===== src/rtl/seq_gen.sv =====
// seq_gen: serial pattern generator. Sends a captured W-bit pattern MSB first,
// repeated reps times with an optional run of idle cycles between repetitions,
// and pulses done for one cycle after the final pattern bit.
module seq_gen #(
   parameter int W  = 4,
   parameter int RW = 4
) (
   input  logic          clk,
   input  logic          rst,
   input  logic          start,
   input  logic [W-1:0]  pat,
   input  logic [RW-1:0] reps,
   input  logic [RW-1:0] gap,
   output logic          x,
   output logic          valid,
   output logic          busy,
   output logic          done
);

   localparam int BW = $clog2(W);
   localparam logic [BW-1:0] TOP = BW'(W - 1);

   typedef enum logic [1:0] {IDLE, SEND, GAP} state_t;

   state_t        state, state_nx;
   logic [W-1:0]  pat_q;
   logic [RW-1:0] reps_q;
   logic [RW-1:0] gap_q;
   logic [BW-1:0] bit_idx, bit_idx_nx;
   logic [RW-1:0] rep_cnt, rep_cnt_nx;
   logic [RW-1:0] gap_cnt, gap_cnt_nx;
   logic          done_nx;
   logic          accept;
   logic          last_rep;

   assign accept   = (state == IDLE) && start;
   assign last_rep = (rep_cnt == reps_q - RW'(1));

   // Control state and counters; reset wins over everything, including start.
   always_ff @(posedge clk) begin
      if (rst) begin
         state   <= IDLE;
         bit_idx <= '0;
         rep_cnt <= '0;
         gap_cnt <= '0;
         done    <= 1'b0;
      end else begin
         state   <= state_nx;
         bit_idx <= bit_idx_nx;
         rep_cnt <= rep_cnt_nx;
         gap_cnt <= gap_cnt_nx;
         done    <= done_nx;
      end
   end

   // Transaction parameters are captured only on an accepted start, so input
   // changes during a transmission have no effect.
   always_ff @(posedge clk) begin
      if (!rst && accept) begin
         pat_q  <= pat;
         reps_q <= (reps == '0) ? RW'(1) : reps;
         gap_q  <= gap;
      end
   end

   // Next-state, counter updates and Moore outputs.
   always_comb begin
      state_nx   = state;
      bit_idx_nx = bit_idx;
      rep_cnt_nx = rep_cnt;
      gap_cnt_nx = gap_cnt;
      done_nx    = 1'b0;
      x          = 1'b0;
      valid      = 1'b0;
      busy       = 1'b0;
      case (state)
         IDLE: begin
            if (start) begin
               state_nx   = SEND;
               bit_idx_nx = TOP;
               rep_cnt_nx = '0;
            end
         end
         SEND: begin
            x     = pat_q[bit_idx];
            valid = 1'b1;
            busy  = 1'b1;
            if (bit_idx != '0) begin
               bit_idx_nx = bit_idx - BW'(1);
            end else if (last_rep) begin
               state_nx = IDLE;
               done_nx  = 1'b1;
            end else if (gap_q == '0) begin
               // Back-to-back repetition: restart the pattern with no bubble.
               bit_idx_nx = TOP;
               rep_cnt_nx = rep_cnt + RW'(1);
            end else begin
               state_nx   = GAP;
               gap_cnt_nx = gap_q;
               rep_cnt_nx = rep_cnt + RW'(1);
            end
         end
         GAP: begin
            busy       = 1'b1;
            gap_cnt_nx = gap_cnt - RW'(1);
            if (gap_cnt <= RW'(1)) begin
               state_nx   = SEND;
               bit_idx_nx = TOP;
            end
         end
         default: begin
            state_nx = IDLE;
         end
      endcase
   end

endmodule


===== config.mk =====
export PLATFORM = sky130hd
export DESIGN_NAME = seq_gen
export DESIGN_NICKNAME = d
export VERILOG_FILES = /design/src/rtl/seq_gen.sv
export SDC_FILE = /design/constraint.sdc
export NUM_CORES = 1
export LEC_CHECK = 0
export BUFFER_PORTS_ARGS = -buffer_cell sky130_fd_sc_hd__buf_2
export CORE_UTILIZATION = 30
export CTS_CLUSTER_SIZE = 40
export DETAILED_ROUTE_END_ITERATION = 7
export PLACE_DENSITY = 0.53
export SYNTH_ARGS = -nofsm -noshare
export SYNTH_HDL_FRONTEND = slang
export SYNTH_SLANG_ARGS = --single-unit

===== constraint.sdc =====
create_clock -name clk -period 4.45 [get_ports clk]
set_input_delay 1.335 -clock clk [delete_from_list [all_inputs] [get_ports clk]]
set_output_delay 1.335 -clock clk [all_outputs]
set_load 0.03 [all_outputs]

## Word level (Yosys, flattened, before mapping)

Cells that the tools add are included.
W data, S select, Z words.

| cells by class | value |
|---|---|
| shifts and indexed selects | 0 |
| bitwise operators | 1 |
| order comparisons | 2 |
| add/subtract/negate cells | 4 |
| $mul | 0 |
| equality and inequality tests | 11 |
| reduce and logical (&&, ||, !) cells | 16 |
| multiplexer cells | 26 |
| div/mod/pow operators | 0 |

Operator list:

| cell | count |
|---|---|
| $mux W4 | 6 |
| $mux W2 | 10 |
| $pmux W4 S2 | 2 |
| $pmux W2 S3 | 2 |
| $reduce_and A4 Y1 | 3 |
| $ne A2 B2 Y1 const B | 5 |
| $ne A3 B3 Y1 const B | 3 |
| $logic_not A4 Y1 | 2 |
| $sub A4 B1 Y4 const B | 2 |
| $reduce_bool A2 Y1 | 3 |
| $mux W1 | 5 |
| $reduce_and A5 Y1 | 1 |
| $add A4 B1 Y4 const B | 1 |
| $eq A4 B4 Y1 | 1 |
| $le A4 B1 Y1 const B | 1 |
| $lt A2 B3 Y1 const B | 1 |
| $reduce_bool A3 Y1 | 1 |
| $reduce_or A3 Y1 | 1 |
| $bmux W1 S2 | 1 |
| $eq A2 B1 Y1 const B | 1 |
| $eq A2 B2 Y1 const B | 1 |
| $logic_and A1 B1 Y1 | 2 |
| $logic_not A2 Y1 | 1 |
| $reduce_or A2 Y1 | 1 |
| 3 further kinds | 3 |

| storage, ports and cells | value |
|---|---|
| word-level logic and storage cells | 68 |
| output and inout bits | 4 |
| bits in writable memories | 0 |
| bits in read-only memories | 0 |
| input port bits | 15 |
| register bits | 25 |
| latch bits | 0 |
| memories kept | 0 |

## Depth between registers and ports, before layout

| depth | value |
|---|---|
| depth in word-level cells | 5 |
| gate-level depth with buffers | 8 |
| mapped depth without buffers | 7 |

## Least setup slack after synthesis

OpenSTA, ideal clock, no wires.

| timing path | value |
|---|---|
| kind | register to output |
| start | reg state[1] |
| end | out x |
| data arrival time | 1.287 ns |
| buffers on the path | 1 |
| stages on the path, launching flop included | 5 |
| slack | 1.828 ns |
| cells stage by stage | dfxtp_1 > inv_1 > ha_1 > buf_4 > and2_1 |

| on the way | value |
|---|---|
| longest elaborated chain between the ends | 2 |

RTL lines:

| what | line | text |
|---|---|---|
| start, declared | 25 | `state_t state, state_nx;` |
| start signal, assigned | 48 | `state <= state_nx;` |
| $eq A2 B1 Y1 | 76 | `case (state)` |
| $mux W1 | 76 |  |
| end, declared | 14 | `output logic x,` |

No other way between the ends.

## Worst setup path after layout

Same ends and word-level chain as after synthesis.

==> Implementation_results.wiki <==
{| class="wikitable"
! Metric !! Value
|-
| Max Transition Viols Final || 0
|-
| DR iter-0 viols || 49
|-
| Antenna violations before repair || 0
|-
| Final layout net count || approximately 180
|-
| Result of the run || complete, no violations
|-
| Leakage Power || 0.622 nW
|-
| Final wirelength || 2.70 mm
|-
| Final setup fails || 0
|-
| Kind of launch point of the worst setup path || flip-flop
|-
| Worst relative slew slack || between 30 and 40%
|-
| Detailed-route wire length per cell || ~13 µm
|-
| Count of nets left with antenna violations after detail routing || 0
|-
| Number of sinks driven by the clock tree || 25
|-
| HPWL after DPL || between 2 and 2.5 mm
|-
| Max-cap violations || 0
|-
| Endpoints failing hold || 0
|-
| DIE AREA || 4970 µm²
|-
| Final total negative setup slack || 0 ns
|-
| Antenna diodes || 0
|-
| Number of instances in the synthesized netlist || 134
|-
| Maximum number of pins on one net before global-route repair || 17
|-
| Layout overhead on the synthesized area || 12.1%
|-
| Number of warnings printed during yosys synthesis || 0
|-
| Critical Path, Cell by Cell || inv_1 > ha_1 > and2_1 > buf_2
|-
| Library cell contributing the largest single delay on the critical path || sky130_fd_sc_hd__ha_1
|-
| Post-CTS repair timing setup buffer count || 0
|-
| Critical path's top delay family || adder cells
|-
| Insertion delay of the later-clocked pin in the worst-skew pair || roughly 0.27 ns
|-
| Mapped Nets || ~160
|-
| Cts bufs inserted || 3
|-
| Required time of the worst setup path || 3.12 ns
|-
| Input/output buffers || 18
|-
| Fmax || about 350 MHz
|-
| Count of hold buffers inserted by post-cts repair || 0
|-
| Aggregate global routing overflow || 0
|-
| Final core occ || a little over a third
|-
| Worst slew pin tran || approximately 1.0 ns
|-
| CP Class || reg -> out
|-
| Clock root buffer || sky130_fd_sc_hd__clkbuf_8
|-
| Setup Skew || approximately 0.0026 ns
|-
| Die H || slightly above 70 µm
|-
| Number of enable-type register cells in the synthesized netlist || 12
|-
| H-tree depth || 1
|-
| Final total power || about 0.00082 W
|-
| Setup repair after global routing missed its margin || false
|-
| Shortest period the worst path allows || 2.88 ns
|-
| Area of the multi-input gates || around 700 µm²
|-
| Clock transition at the registers of the reported paths || approximately 0.08 ns
|-
| Post-cts resize count || 0
|-
| Register area || around 620 µm²
|-
| Highest-count cells in the layout ignoring fill and taps || sky130_fd_sc_hd__buf_2, sky130_fd_sc_hd__inv_1, sky130_fd_sc_hd__dfxtp_1
|-
| Ratio of total power to cell area || between 500 and 600 nW/µm²
|-
| Fraction of registers with async set/reset || 0%
|-
| Share of the cycle needed by the critical path after routing || around two thirds
|-
| Placeable core region || ~4400 µm²
|-
| Sum of buffers and inverters on the critical path || 2
|-
| Vias in the first global route || between 1000 and 1500
|-
| Synth Flop Type || sky130_fd_sc_hd__dfxtp_1
|-
| Slack of the critical path || roughly 1.6 ns
|-
| Area of the mapped netlist || 1410 µm²
|-
| Number of I/O pins || 19
|-
| Worst IR drop on VDD || around 130 µV
|-
| Stage delay of the slowest cell on the critical path || roughly 0.46 ns
|-
| Fillers || 467
|-
| DRC violations left || 0
|-
| Synthesized area divided by synthesized cell count || approximately 11 µm²
|-
| Crit end category || output port
|-
| Placement Setup Slack || roughly 1.7 ns
|-
| Unique cell type count in the Yosys netlist || 51
|-
| Wire length of the first global-routing pass || ~4.8 mm
|-
| Num rows || 24
|-
| Register area share after synthesis || between 40% and 50%
|-
| DRT Pass-1 Iters || 4
|-
| Total global routing track utilization || roughly 12%
|-
| Type of the most critical hold path || reg -> reg
|-
| Width of the chip || 70.5 µm
|-
| Starting utilization of the core area || between 30% and 40%
|-
| Most common cell after layout, fill and taps aside || sky130_fd_sc_hd__buf_2
|-
| Vias per cell || about 5.0
|-
| Gpl congestion || roughly 0.80
|-
| CP arrival || around 1.6 ns
|-
| Vias after detailed routing || slightly above 1000
|-
| FF+latch count, synth || 25
|-
| Maximum buffer depth of the clock tree || 2
|-
| Fraction of final layout cells sized beyond drive strength 1 || a little under a quarter
|-
| Maximum fanout along the worst path || 14
|-
| CTS tree || built
|}
final timing paths:
kind,startpoint,end,slack [ns],cells past startpoint
max,state[1],x,1.57,4
min reg2reg,gap_cnt[1],gap_cnt[1],0.52,2
min,gap_cnt[1],gap_cnt[1],0.52,2
max reg2reg,reps_q[0],rep_cnt[0],2.35,7
area by class of cell:
type | instances | share of cell area, %
clock buffers | 4 | 2.85
inverters | 14 | 3.33
multi-input cells | 90 | 44.7
flip-flops and latches | 25 | 39.3
well taps | 52 | 4.12
repair buffers | 18 | 5.71
metrics by stage:
| stage | instance area [µm²] | hold slack [ns] | std cells |
|---|---|---|---|
| after floorplan | 1410 | 0.470 | 134 |
| after global placement | 1530 | 0.488 | 199 |
| after detailed placement | 1530 | 0.507 | 199 |
| after CTS | 1580 | 0.518 | 203 |
| after global routing | 1580 | 0.551 | 203 |
| final | 1580 | 0.522 | 203 |
registers in the layout (all words and copies together), names as in the netlist:
name and flops:
gap_cnt 4, done 1, state 2, gap_q 4, pat_q 4, rep_cnt 4, reps_q 4, bit_idx 2
logic make-up (layout without fill, tap and decap cells):
kind of cell,count (synthesis),after routing,share of synthesized area [%]
AO/OA/AOI/OAI,32,32,17.2
XOR/XNOR,6,6,5.95
adder cells (fa/ha/maj),9,9,7.99
buffers and inverters,19,36,5.86
flip-flops,25,25,44.1
multiplexers,2,2,2.31
AND/OR/NAND/NOR,41,41,16.6
worst register-to-register path, delay by kind of cell (launching register included):
kind | cells | cell delay, ns
flip-flops | 1 | 0.41
adder cells (fa/ha/maj) | 1 | 0.21
XOR/XNOR | 1 | 0.44
AND/OR/NAND/NOR | 3 | 0.71
buffers and inverters | 1 | 0.06
AO/OA/AOI/OAI | 1 | 0.20
synthesized netlist by cell type (3+ instances only):
cell type / n / area, µm²
sky130_fd_sc_hd__dfxtp_1: 13 / 260
sky130_fd_sc_hd__inv_1: 13 / 48.8
sky130_fd_sc_hd__edfxtp_1: 12 / 360
sky130_fd_sc_hd__nor2_1: 10 / 37.5
sky130_fd_sc_hd__ha_1: 9 / 113
sky130_fd_sc_hd__a21oi_1: 8 / 40.0
sky130_fd_sc_hd__nand2_1: 6 / 22.5
sky130_fd_sc_hd__clkbuf_1: 3 / 11.3
sky130_fd_sc_hd__nand3_1: 3 / 15.0
sky130_fd_sc_hd__o32ai_1: 3 / 26.3
sky130_fd_sc_hd__or2_1: 3 / 18.8
sky130_fd_sc_hd__xnor2_1: 3 / 26.3
power by group:
group,internal [W],switching [W],total (W)
clock,0.0000641,0.0000703,0.000134
sequential,0.000286,0.0000350,0.000321
combinational,0.000139,0.000222,0.000361
layer usage:
layer	up-vias	GRT usage [%]	part of all wire, %	wire [µm]
met1	484	15.2	47	1280
li1	516	-	-	-
met2	18	20.9	48	1300
met4	0	5.33	1.6	43
met3	5	2.14	2.8	76
met5	-	0	0	0
(Power assumes the default switching activity.)
